`src/rtl/spi_reg_decoder.sv`:
```
// rtl/spi_reg_decoder.sv - SPI byte-stream to register-file transaction controller
// First byte of a CS frame is the command; later bytes are write data or read dummies.
module spi_reg_decoder #(
  parameter int NUM_REGS = 16,
  parameter int ADDR_W   = 6
) (
  input  logic              clk,
  input  logic              rst_n,
  input  logic              cs_n,
  input  logic              byte_sync,
  input  logic [7:0]        data_in,
  output logic [7:0]        data_out,
  output logic [ADDR_W-1:0] reg_addr,
  output logic [7:0]        reg_wdata,
  output logic              reg_we,
  output logic              reg_re,
  input  logic [7:0]        reg_rdata,
  output logic              busy,
  output logic              err
);

  typedef enum logic [1:0] {IDLE, CMD, DATA} state_e;

  state_e            state_q;
  logic              cs_s1_q, cs_s2_q, cs_s3_q;
  logic              rw_q, inc_q;
  logic [ADDR_W-1:0] ptr_q;
  logic              rd_pend_q, rd_inv_q, cap_q, cap_zero_q;
  logic [7:0]        data_out_q, reg_wdata_q;
  logic [ADDR_W-1:0] reg_addr_q;
  logic              reg_we_q, reg_re_q, busy_q, err_q;

  logic [ADDR_W-1:0] cmd_addr_d, step_addr_d;

  function automatic logic addr_ok(input logic [ADDR_W-1:0] a);
    return int'(a) < NUM_REGS;
  endfunction

  assign cmd_addr_d  = data_in[ADDR_W-1:0];
  assign step_addr_d = inc_q ? ptr_q + ADDR_W'(1) : ptr_q;

  always_ff @(posedge clk or negedge rst_n) begin
    if (!rst_n) begin
      state_q     <= IDLE;
      cs_s1_q     <= 1'b1;
      cs_s2_q     <= 1'b1;
      cs_s3_q     <= 1'b1;
      rw_q        <= 1'b0;
      inc_q       <= 1'b0;
      ptr_q       <= '0;
      rd_pend_q   <= 1'b0;
      rd_inv_q    <= 1'b0;
      cap_q       <= 1'b0;
      cap_zero_q  <= 1'b0;
      data_out_q  <= 8'h00;
      reg_addr_q  <= '0;
      reg_wdata_q <= 8'h00;
      reg_we_q    <= 1'b0;
      reg_re_q    <= 1'b0;
      busy_q      <= 1'b0;
      err_q       <= 1'b0;
    end else begin
      cs_s1_q    <= cs_n;
      cs_s2_q    <= cs_s1_q;
      cs_s3_q    <= cs_s2_q;
      reg_we_q   <= 1'b0;
      reg_re_q   <= 1'b0;
      rd_pend_q  <= 1'b0;
      // Read pipeline: strobe, then regfile answers, then capture into data_out.
      cap_q      <= rd_pend_q;
      cap_zero_q <= rd_inv_q;
      if (cap_q) data_out_q <= cap_zero_q ? 8'h00 : reg_rdata;

      case (state_q)
        IDLE: begin
          if (cs_s3_q && !cs_s2_q) begin
            state_q <= CMD;
            busy_q  <= 1'b1;
            err_q   <= 1'b0;
          end
        end
        default: begin
          if (byte_sync) begin
            if (state_q == CMD) begin
              rw_q       <= data_in[7];
              inc_q      <= data_in[6];
              ptr_q      <= cmd_addr_d;
              reg_addr_q <= cmd_addr_d;
              if (!data_in[7]) begin
                rd_pend_q <= 1'b1;
                rd_inv_q  <= !addr_ok(cmd_addr_d);
                reg_re_q  <= addr_ok(cmd_addr_d);
                if (!addr_ok(cmd_addr_d)) err_q <= 1'b1;
              end
            end else if (rw_q) begin
              reg_addr_q  <= ptr_q;
              reg_wdata_q <= data_in;
              reg_we_q    <= addr_ok(ptr_q);
              if (!addr_ok(ptr_q)) err_q <= 1'b1;
              ptr_q       <= step_addr_d;
            end else begin
              ptr_q      <= step_addr_d;
              reg_addr_q <= step_addr_d;
              rd_pend_q  <= 1'b1;
              rd_inv_q   <= !addr_ok(step_addr_d);
              reg_re_q   <= addr_ok(step_addr_d);
              if (!addr_ok(step_addr_d)) err_q <= 1'b1;
            end
            if (!cs_s2_q) state_q <= DATA;
          end
          // A byte arriving with the deassert is still handled above before leaving.
          if (cs_s2_q) begin
            state_q <= IDLE;
            busy_q  <= 1'b0;
          end
        end
      endcase
    end
  end

  assign data_out  = data_out_q;
  assign reg_addr  = reg_addr_q;
  assign reg_wdata = reg_wdata_q;
  assign reg_we    = reg_we_q;
  assign reg_re    = reg_re_q;
  assign busy      = busy_q;
  assign err       = err_q;

endmodule

```
`config.mk`:
```
export PLATFORM = sky130hd
export DESIGN_NAME = spi_reg_decoder
export DESIGN_NICKNAME = d
export VERILOG_FILES = /design/src/rtl/spi_reg_decoder.sv
export SDC_FILE = /design/constraint.sdc
export NUM_CORES = 1
export LEC_CHECK = 0
export BUFFER_PORTS_ARGS = -buffer_cell sky130_fd_sc_hd__buf_2
export CAP_MARGIN = 10
export CORE_ASPECT_RATIO = 1.2
export CORE_MARGIN = 2
export CORE_UTILIZATION = 47
export CTS_CLUSTER_DIAMETER = 120
export CTS_CLUSTER_SIZE = 8
export DETAILED_ROUTE_END_ITERATION = 10
export PLACE_DENSITY_LB_ADDON = 0.1
export SYNTH_ARGS = -nofsm -noshare
export SYNTH_HDL_FRONTEND = slang
export SYNTH_SLANG_ARGS = --single-unit
```
`constraint.sdc`:
```
create_clock -name clk -period 1.5 [get_ports clk]
set_input_delay 0.3 -clock clk [delete_from_list [all_inputs] [get_ports clk]]
set_output_delay 0.3 -clock clk [all_outputs]
set_load 0.05 [all_outputs]
```
After elaboration in Yosys (flattened, before gate mapping)
Index checks and enable logic that the tools add are counted.

word-level totals
  register bits = 43

cells by class
  add/sub/neg operators = 1
  $lt $le $gt $ge = 3
  equality and inequality tests = 8
  mux-type cells = 38
  bitwise operators = 2
  reduce and logical (&&, ||, !) cells = 15

operators by type and width
  cell                                                                          number
  1-bit 2-to-1 mux                                                              29
  6-bit 2-to-1 mux                                                              4
  6-bit by 5-bit less-than comparator with 1-bit output, second input constant  3
  2-bit 2-to-1 mux                                                              4
  8-bit 2-to-1 mux                                                              1
  4-bit by 3-bit != test with 1-bit output, second input constant               2
  4-bit AND reduction                                                           2
  6-bit by 1-bit adder with 6-bit output, second input constant                 1
  3-bit by 2-bit != test with 1-bit output, second input constant               2
  2-bit AND reduction                                                           3
  6-bit AND reduction                                                           1
  2-bit != test, second input constant                                          2
  2-bit nonzero test                                                            2
  1-bit logical NOT                                                             3
  3-bit AND reduction                                                           1
  3-bit nonzero test                                                            1
  2-bit by 1-bit == test with 1-bit output, second input constant               1
  2-bit logical NOT                                                             1
  2-bit by 1-bit != test with 1-bit output, second input constant               1
  1-bit inverter                                                                2
  1-bit logical AND                                                             1

Longest topological paths before layout
  depth after elaboration = 8
  mapped depth = 6

Least setup slack after synthesis
OpenSTA, ideal clock, no wires.

  kind = reg2reg
  from = register inc_q
  to = register reg_addr_q[5] (netlist: reg_addr[5])
  setup time = 0.065 ns
  arrival time = 1.411 ns
  setup slack = 0.024 ns
  stages on the path, launching flop included = 6
  path buffers = 1
  cells stage by stage = dfrtp_1 -> buf_2 -> nand4_4 -> or4_1 -> a311oi_1 -> a21o_1

on the way
  word-level cells in the longest chain between the ends = 3

ends and longest elaborated chain
  item                      line  RTL
  start: declaration        26    logic rw_q, inc_q;
  start signal: assignment  86    inc_q <= data_in[6];
  6-bit 2-to-1 mux          40    assign step_addr_d = inc_q ? ptr_q + ADDR_W'(1) : ptr_q;
  6-bit 2-to-1 mux          95    end else if (rw_q) begin
  6-bit 2-to-1 mux          84    if (state_q == CMD) begin
  end signal: assignment    88    reg_addr_q <= cmd_addr_d;
  end signal: assignment    96    reg_addr_q <= ptr_q;
  end signal: assignment    103   reg_addr_q <= step_addr_d;
  end: declaration          30    logic [ADDR_W-1:0] reg_addr_q;

No other way between the ends.
A chain may end at the register's enable or synchronous reset.

Final worst setup path
  from = register ptr_q[1]
  to = register reg_addr_q[5] (netlist: reg_addr[5])

on the way
  word-level cells in the longest chain between the ends = 4

ends and longest elaborated chain
  item                                    line  RTL
  start: declaration                      27    logic [ADDR_W-1:0] ptr_q;
  start signal: assignment                87    ptr_q <= cmd_addr_d;
  start signal: assignment                100   ptr_q <= step_addr_d;
  start signal: assignment                102   ptr_q <= step_addr_d;
  6-bit by 1-bit adder with 6-bit output  40
  6-bit 2-to-1 mux                        40
  6-bit 2-to-1 mux                        95
  6-bit 2-to-1 mux                        84

No other way between the ends.

==> results summary <==
The flow ran to the end, and the final reports show no timing, DRC or antenna violations. The antenna cell count is 0. The time the worst path needs with I/O delays and setup came out at ~1.5 ns. Using the TritonRoute via totals, the vias-per-cell ratio works out to between 5 and 6. The final route contains between 1.5k and 2k vias. The worst min-delay path class is in2reg. The synthesized design contains 0 enable-type register cells. The critical setup path kind is reg2reg.

The count of input and output buffers came out at 45. The routed length per placed instance came out at 14.9 µm. The floorplan step defined a die boundary enclosing 4650 µm². The combinational cell fraction of total power came out at about 50%. The initial antenna violation count is 0. After filler insertion, the fill cell instance count of the layout stands at about 330.

Net switching is between 40 and 50% of the power. Setup violations remaining at the end of the flow were counted as 0. The final antenna-violating net count is 0.

The maximum number of pins on one net before global-route repair is 31. The number of levels the H-tree was split into came out at 2. The area inside the core boundary is 3940 µm².

The most used flip-flop cell after synthesis is sky130_fd_sc_hd__dfrtp_1. Setup repair after global routing could not meet its margin everywhere. Measured along the x axis, the die boundary spans around 63 µm.

The number of maximum-capacitance violations came out at 0. The number of core rows came out at 25. The critical path launch point type is a flip-flop. The count of cells along the worst register-to-register path is 4. The ratio of cells with drive above 1 in the final layout came out at between 40% and 50%. The signal arrival time at the worst endpoint came out at ~1.7 ns. The final RePlAce weighted congestion came out at about 0.87.

The net count of the mapped netlist is between 150 and 200. The global-route wire length before repair came out at 7.20 mm. The insertion delay of the later-clocked pin in the worst-skew pair came out at 0.29 ns.

For this design the static power due to leakage is around 0.0012 µW. The distinct cell type count of the synthesized netlist is 43. The share of flip-flops with an asynchronous set or reset is between 90% and 100%. The number of DRC violations after detailed routing came out at 0. In this run, the clock network consumes 14.0% of the power. The part of the total power dissipated in sequential elements came out at a little over a third. The number of clock buffers added by TritonCTS is 5. Clock tree synthesis selected as its root buffer the cell sky130_fd_sc_hd__clkbuf_8. The longest individual stage delay on the worst path came out at about 0.50 ns. Counting flops and latches in the post-synthesis netlist gives 43. After layout, the design draws a total of roughly 5000 µW. After the last flow step, the layout net total stands at 262. The cell count after synthesis is 177. The number of buffers and inverters on the critical path is 0. Counting tap cells, the placed design contains a total of about 280 instances.

The setup skew after layout is 0.00842 ns. TritonCTS built the clock tree. The worst supply voltage drop on vdd came out at approximately 1200 µV. The global-route congestion overflow total is 0. The power density over cell area is around 2000 nW/µm². The portion of the post-synthesis area used by sequential elements is 55.8%. The maximum clock rate is 0.685 GHz. The number of non-filler instances in the completed layout came out at between 200 and 300. The synthesized area per cell is ~11 µm². At the worst endpoint, the required time is around 1.7 ns. The worst slack at placement came out at -0.0425 ns. The largest fanout of any net on the critical path is 5.

The area of all sequential standard cells is between 1000 and 1500 µm². The critical path goes through nand4_4 -> or4_4 -> a311oi_2 -> a21o_1. The global routing usage summed across all routing layers came out at between 20% and 30%. The type of element capturing the critical path is a flip-flop. The CTS sink count came out at 43. The cell family contributing the most delay on the critical path is simple AND/OR/NAND/NOR gates. The transition time of the tightest slew-check pin came out at just over 0.4 ns.

The number of slew-limit violations in the final report is 0. The detailed placer's ending HPWL came out at between 3 and 4 mm. In this run the number of cells on the critical path is 4. After clock tree synthesis, the clock-pin slew on the worst setup and hold paths is around 0.07 ns. The largest individual stage delay along the critical path comes from the cell sky130_fd_sc_hd__or4_4. In the final layout, the multi-input gates occupy between 800 and 900 µm². The first-pass iteration count of the detailed router came out at 4.

The number of I/O pins came out at 46. The number of stages on the worst hold path came out at 1. The relative slew slack is a little over 70%.

For this run, the number of Yosys warnings is 0. The total wire length after detailed routing is about 4.4 mm. Summed over all nets, the switching power comes to 2310 µW.

The via count of the first global-routing pass was roughly 1.6k. The post-synthesis to final-layout area growth is 29.3%. After the first detailed-routing iteration, the DRC count stood at 95. The number of buffers on the longest clock path came out at 2. The final worst setup slack is 0.0400 ns. After synthesis the cells add up to ~1900 µm².

The final clock period utilization by the worst path is between 90% and 100%. The die extent in y came out at 74.3 µm. The starting density of the core came out at 49.1%. The internal power consumption is 2810 µW. The final hold violation count is 0.
-- Yosys cell counts, drive strengths merged, types with 3 or more instances --
library cell	count	area (µm²)
a21oi	8	40.0
a31oi	3	18.8
buf	8	52.6
dfrtp	40	1000
dfstp	3	78.8
inv	8	30.0
mux2	10	113
nand2	12	45.0
nand3b	10	75.1
nor2	16	60.1
nor2b	4	25.0
o21ai	14	73.8
o31ai	3	22.5
xnor2	4	35.0
-- kinds of logic (layout without fill, tap and decap cells) --
| family | count (synthesis) | after routing | share of synthesized area, % |
|---|---|---|---|
| AO/OA/AOI/OAI | 42 | 42 | 13.8 |
| XOR/XNOR | 5 | 5 | 2.26 |
| adder cells (fa/ha/maj) | 1 | 1 | 0.646 |
| buffers and inverters | 17 | 81 | 4.46 |
| flip-flops | 43 | 43 | 55.8 |
| multiplexers | 12 | 12 | 6.85 |
| AND/OR/NAND/NOR | 57 | 57 | 16.2 |
-- worst reg2reg max path, cell delays in order, from the launching register on --
cell                       delay (ns)
sky130_fd_sc_hd__dfrtp_2         0.44
sky130_fd_sc_hd__nand4_4         0.14
sky130_fd_sc_hd__or4_4           0.50
sky130_fd_sc_hd__a311oi_2        0.21
sky130_fd_sc_hd__a21o_1          0.11
-- power by group through the flow --
stage / Sequential [µW] / Clock (µW) / Combinational (µW)
2_1_floorplan: 2780 / 0 / 791
5_1_grt: 1920 / 793 / 2700
3_3_place_gp: 1820 / 0 / 2340
3_5_place_dp: 1860 / 0 / 2390
4_1_cts: 1860 / 734 / 2450
6_report: 1860 / 717 / 2550
-- state kept, by name, indices dropped and copies added (netlist names), 2 cells and up --
name       flops
data_out       8
ptr_q          6
reg_addr       6
reg_wdata      8
state_q        2
-- area by class of cell --
cell class              count  area share (%)
flip-flops and latches     43            43.2
multi-input cells         117            33.0
repair buffers             66            16.4
clock buffers               6            3.30
well taps                  54            2.70
inverters                   8            1.20
clock inverters             1           0.200
-- per-layer routing --
metal	wire, µm	vias to the layer above	global-route usage, %
li1	-	747	-
met1	1890	773	23.7
met2	2170	61	35.6
met3	272	6	5.75
met4	70	0	7.41
met5	0	-	0
-- through the flow --
step	TNS (ns)	utilization, %	hold slack, ns	instance area [µm²]
2_1_floorplan	0	-	0.00441	1940
3_3_place_gp	0	59.0	0.219	2320
3_5_place_dp	-0.134	59.0	0.232	2320
4_1_cts	0	62.2	0.0983	2450
5_1_grt	-0.140	63.5	0.0876	2500
6_report	0	63.5	0.106	2500
-- worst paths after layout --
kind	startpoint	endpoint	slack, ns
worst max-delay path	ptr_q[1]	reg_addr[5]	0.04
worst min-delay path	cs_n	cs_s1_q	0.11
worst max register to register	ptr_q[1]	reg_addr[5]	0.04
worst min register to register	rd_pend_q	cap_q	0.34
max in group asynchronous	rst_n	cs_s3_q	0.50
min in group asynchronous	rst_n	rw_q	0.46
-- timing repair --
item / CTS / global route
setup endpoints to repair: 4 / 5
hold buffers: 1 / 0
hold endpoints to repair: 13 / 0
gates resized for setup: 4 / 8
pin swaps: 3 / 5
setup buffers: 2 / 1
-- placed cells by master, fill, tap and decap left out, drive strengths merged, types with 2 or more instances in the layout --
master,instances
o22ai,2
o31ai,3
buf,65
xnor2,4
or3,2
mux2,10
mux2i,2
nand2,12
nor3,2
inv,8
a21o,2
nand4,2
dfstp,3
nand2b,2
nand3b,10
nor3b,2
clkbuf,6
a21oi,8
nor2b,4
a31oi,3
nor2,16
o21ai,14
dfrtp,40
nand3,2
o22a,2
(Power assumes the default switching activity.)
